<file path="src/rtl/slow_to_fast.sv">
// slow_to_fast: FAST_clk-domain capture of a slow bus, with S2F_CHANGE_ONLY_EN suppressing repeat words
module slow_to_fast #(
  parameter int WIDTH         = 12,
  parameter int SYNC_STAGES   = 2,
  parameter int SETTLE_CYCLES = 2
) (
  input  logic             FAST_clk,
  input  logic             reset,
  input  logic             SLOW_clk,
  input  logic [WIDTH-1:0] slow_data,
  output logic [WIDTH-1:0] data_out,
  output logic             data_valid,
  input  logic             data_ready,
  output logic             overflow,
  output logic             missed_edge,
  input  logic             flag_clr
);
  localparam int CW = (SETTLE_CYCLES > 0) ? $clog2(SETTLE_CYCLES + 1) : 1;
  typedef enum logic [1:0] {ARM, WAIT_EDGE, SETTLE} state_t;
  state_t state_q, state_d;
  logic [SYNC_STAGES-1:0] sync_q, fill_q;
  logic [CW-1:0] cnt_q, cnt_d;
  logic [WIDTH-1:0] data_q, data_d;
  logic s, s_prev_q, rise, capture, post, accept;
  logic valid_q, valid_d, ovf_q, ovf_d, missed_q, missed_d;
  assign s      = sync_q[SYNC_STAGES-1];
  assign rise   = s & ~s_prev_q;
  assign accept = valid_q & data_ready;
  // SLOW_clk synchronizer; fill_q marks when the chain holds real samples so ARM never trusts reset zeros
  always_ff @(posedge FAST_clk) begin
    if (reset) begin
      sync_q   <= '0;
      fill_q   <= '0;
      s_prev_q <= 1'b0;
    end else begin
      sync_q   <= {sync_q[SYNC_STAGES-2:0], SLOW_clk};
      fill_q   <= {fill_q[SYNC_STAGES-2:0], 1'b1};
      s_prev_q <= s;
    end
  end
  // FSM state and settle counter
  always_ff @(posedge FAST_clk) begin
    if (reset) begin
      state_q <= ARM;
      cnt_q   <= '0;
    end else begin
      state_q <= state_d;
      cnt_q   <= cnt_d;
    end
  end
  // next state: arm on a genuinely low SLOW_clk, settle after each rise, then capture
  always_comb begin
    state_d = state_q;
    cnt_d   = cnt_q;
    capture = 1'b0;
    unique case (state_q)
      ARM:       if (fill_q[SYNC_STAGES-1] && !s) state_d = WAIT_EDGE;
      WAIT_EDGE: if (rise) begin
        state_d = SETTLE;
        cnt_d   = CW'(SETTLE_CYCLES);
      end
      SETTLE: if (cnt_q != '0) cnt_d = cnt_q - 1'b1;
      else begin
        capture = 1'b1;
        state_d = WAIT_EDGE;
      end
      default: state_d = ARM;
    endcase
  end
`ifdef S2F_CHANGE_ONLY_EN
  logic seen_q;
  assign post = capture & (~seen_q | (slow_data != data_q));
  // remembers that a word has been posted since reset so the first capture always posts
  always_ff @(posedge FAST_clk) begin
    if (reset) seen_q <= 1'b0;
    else if (post) seen_q <= 1'b1;
  end
`else
  assign post = capture;
`endif
  // holding register, handshake and sticky flags; a set event beats flag_clr
  always_comb begin
    data_d   = post ? slow_data : data_q;
    valid_d  = post | (valid_q & ~accept);
    ovf_d    = (post & valid_q & ~data_ready) | (ovf_q & ~flag_clr);
    missed_d = ((state_q == SETTLE) & rise) | (missed_q & ~flag_clr);
  end
  // output registers
  always_ff @(posedge FAST_clk) begin
    if (reset) begin
      data_q   <= '0;
      valid_q  <= 1'b0;
      ovf_q    <= 1'b0;
      missed_q <= 1'b0;
    end else begin
      data_q   <= data_d;
      valid_q  <= valid_d;
      ovf_q    <= ovf_d;
      missed_q <= missed_d;
    end
  end
  assign data_out    = data_q;
  assign data_valid  = valid_q;
  assign overflow    = ovf_q;
  assign missed_edge = missed_q;
endmodule
</file>
<file path="config.mk">
export PLATFORM = sky130hd
export DESIGN_NAME = slow_to_fast
export DESIGN_NICKNAME = d
export VERILOG_FILES = /design/src/rtl/slow_to_fast.sv
export SDC_FILE = /design/constraint.sdc
export NUM_CORES = 1
export LEC_CHECK = 0
export CELL_PAD_IN_SITES_DETAIL_PLACEMENT = 0
export CELL_PAD_IN_SITES_GLOBAL_PLACEMENT = 2
export CORE_MARGIN = 2
export CORE_UTILIZATION = 23
export CTS_CLUSTER_SIZE = 14
export DETAILED_ROUTE_END_ITERATION = 8
export PLACE_DENSITY = 0.84
export SYNTH_ARGS = -nofsm -noshare
export SYNTH_HDL_FRONTEND = slang
export SYNTH_SLANG_ARGS = --single-unit
</file>
<file path="constraint.sdc">
create_clock -name FAST_clk -period 1.34 [get_ports FAST_clk]
set_input_delay 0.268 -clock FAST_clk [delete_from_list [all_inputs] [get_ports FAST_clk]]
set_output_delay 0.268 -clock FAST_clk [all_outputs]
set_load 0.02 [all_outputs]
</file>
==> results.ini <==
[status]
status = completed

[power]
power_mw = 1.31
p_leak_nw = 0.542
power_density_nw_per_um2 = 985
vdd_drop_max_v = 0.000393

[critical_path]
path_max_fanout = 5
crit_arrival_ns = 1.42
reg2reg_from = cnt_q[1]$_SDFFE_PP0P_
end_kind = register
crit_path_cell_trace = inv_1 > ha_4 > nor3b_4 > a31oi_1 > a221oi_2
critPathSlowestCell = dfxtp_1
start_kind = register
crit_start = cnt_q[1]$_SDFFE_PP0P_
slowest_delay_ns = 0.31
path_class = reg -> reg
crit_required_ns = 1.51

[floorplan]
pin_count = 32
die_h_um = 64.8
std_cell_rows = 22
dieArea_um2 = 4200
initial_utilization_pct = 23.6
die_w_um = 64.8
core-area_um2 = 3610

[drt]
dr.pass1.iters = 4
wl_per_cell_um = 11.1
drc = 0
viasPerCell = 4.25
num_vias = 777
final_antenna_net_count = 0
dr.first_iter.drc_count = 21
routed_wl_mm = 2.03

[placed_design]
dp_hpwl_mm = 1.33
gp_congestion = 0.692
io_buffers = 31
dpl_cell_area_um2 = 1240
dp_cells = 176

[sta]
max_freq_mhz = 799
finalMaxSlewViolations = 0
min_period_over_period_pct = 93.4
slew_headroom_pct = 78.1
setup_viol = 0
fin_crit_ns = 1.25
hold_viol = 0
worst_clock_skew_ns = 0.00691
max_slew.worst_pin.slew_ns = 0.327
rsz0062_at_grt = no

[logic_synthesis]
synthCells = 97
synth-edff-count = 0
synth-async-reset-ratio_pct = 0
ys_seq_area_share_pct = 56.5
ys_types = 22
ys_top_cells_by_count = dfxtp_1, nand2_1, a21oi_1, inv_1, nor2_1
synth_nets = 115
synth_seq_cells = 24
yosys_warnings = 0
synth.area.top_cells = dfxtp_1, nand2_1, a21oi_1
synth-main-ff-cell = dfxtp_1
syn_area_per_cell_um2 = 8.77
netlist_area_um2 = 851
synth.top_cell.area_share_pct = 56.5
synth_largest_area_cell = dfxtp_1

[finish]
fill_cells = 378
area_growth_pct = 56.6
fin_nets = 154
finalInstanceArea_um2 = 1330
layoutNonFillerInstCount = 183
layout-drive-gt1-share_pct = 11.1
multi_input_area_um2 = 362
seqCellArea_um2 = 480
antenna_cells = 0

[clock_tree]
cts_root_buffer = clkbuf_8
clock-sinks = 24
path_clk_slew_ns = 0.08
cts-buffers-inserted = 3
hold_buffers = 0
htree_num_levels = 1
clk_latency_ns = 0.26
cts.path.max_buffers = 2
tritoncts = yes

[flow_run]
drv_cap = 0

[global_route]
grt_max_degree = 24
overflow = 0
grt_pass1_vias = 741
grt_usage_pct = 10.4
grt_antenna_before_repair = 0
grt_pass1_wl_mm = 3.35

[hold_path]
hold_class = reg -> reg
hp-start = sync_q[0]$_SDFF_PP0_

## stage by stage
step                      utilization [%]  hold WS [ns]  setup WS (ns)  setup TNS [ns]
after global routing                 37.0         0.460         0.0111               0
after global placement               34.5         0.430         0.0598               0
after CTS                            35.5         0.450        0.00731               0
final                                37.0         0.443         0.0886               0
after detailed placement             34.5         0.428        -0.0227         -0.0654
after floorplan                         -         0.336          0.140               0
## logic make-up after synthesis
family	count (synthesis)	synth area share (%)
compound gates	20	13.8
fa+ha+maj	1	1.47
buf+inv	11	5.44
flops	24	56.5
simple gates	41	22.8
## state kept, by name, indices dropped and copies added, names as in the netlist
name	flops
data_out	12
cnt_q	2
fill_q	2
state_q	2
sync_q	2
data_valid	1
missed_edge	1
overflow	1
s_prev_q	1
## layout by cell type, fill, tap and decap left out, drive strengths merged, types with 2 or more instances in the layout
cell,n
a21oi,14
a31oi,2
and3b,2
buf,6
clkbuf,4
clkdlybuf4s50,16
dfxtp,24
dlygate4sd2,15
inv,7
nand2,24
nand3b,2
nor2,5
nor2b,4
## report_power, final
part           internal, mW  switching, mW  total [mW]
sequential            0.725        0.00920       0.734
clock                 0.262          0.219       0.481
combinational        0.0630         0.0352      0.0982
total                  1.05          0.263        1.31
## routing by layer
layer	routed length [um]	GRT usage, %	up-vias	share of wire (%)
met3	108	2.26	2	5.3
met5	0	0	-	0
met4	27	6.38	0	1.3
met2	948	17.3	26	47
li1	-	-	395	-
met1	942	12.3	354	46
## worst paths after layout
check                                             end  slack [ns]  cells past startpoint
worst max-delay path            cnt_q[1]$_SDFFE_PP0P_        0.09                      5
worst min-delay path             sync_q[1]$_SDFF_PP0_        0.44                      1
worst max register to register  cnt_q[1]$_SDFFE_PP0P_        0.09                      5
worst min register to register   sync_q[1]$_SDFF_PP0_        0.44                      1
## critical path: cells and delay by family, from the launching register on
kind	cells	cell delay (ns)
fa+ha+maj	1	0.19
buf+inv	1	0.08
flops	1	0.31
simple gates	1	0.23
compound gates	2	0.36
## cell type report
cell class              count  area share, %
inverters                   7           1.97
clock buffers               4           4.13
flip-flops and latches     24           36.1
well taps                  48           4.51
repair buffers             37           26.2
multi-input cells          63           27.1
## timing repair
action	CTS	global route
gates resized for setup	16	6
buffers inserted	0	2
pin swaps	0	2
gates cloned	0	1
endpoints found under the setup margin	27	9
endpoints found under the hold margin	0	0
Note: power is estimated with default switching activity, not from simulation.
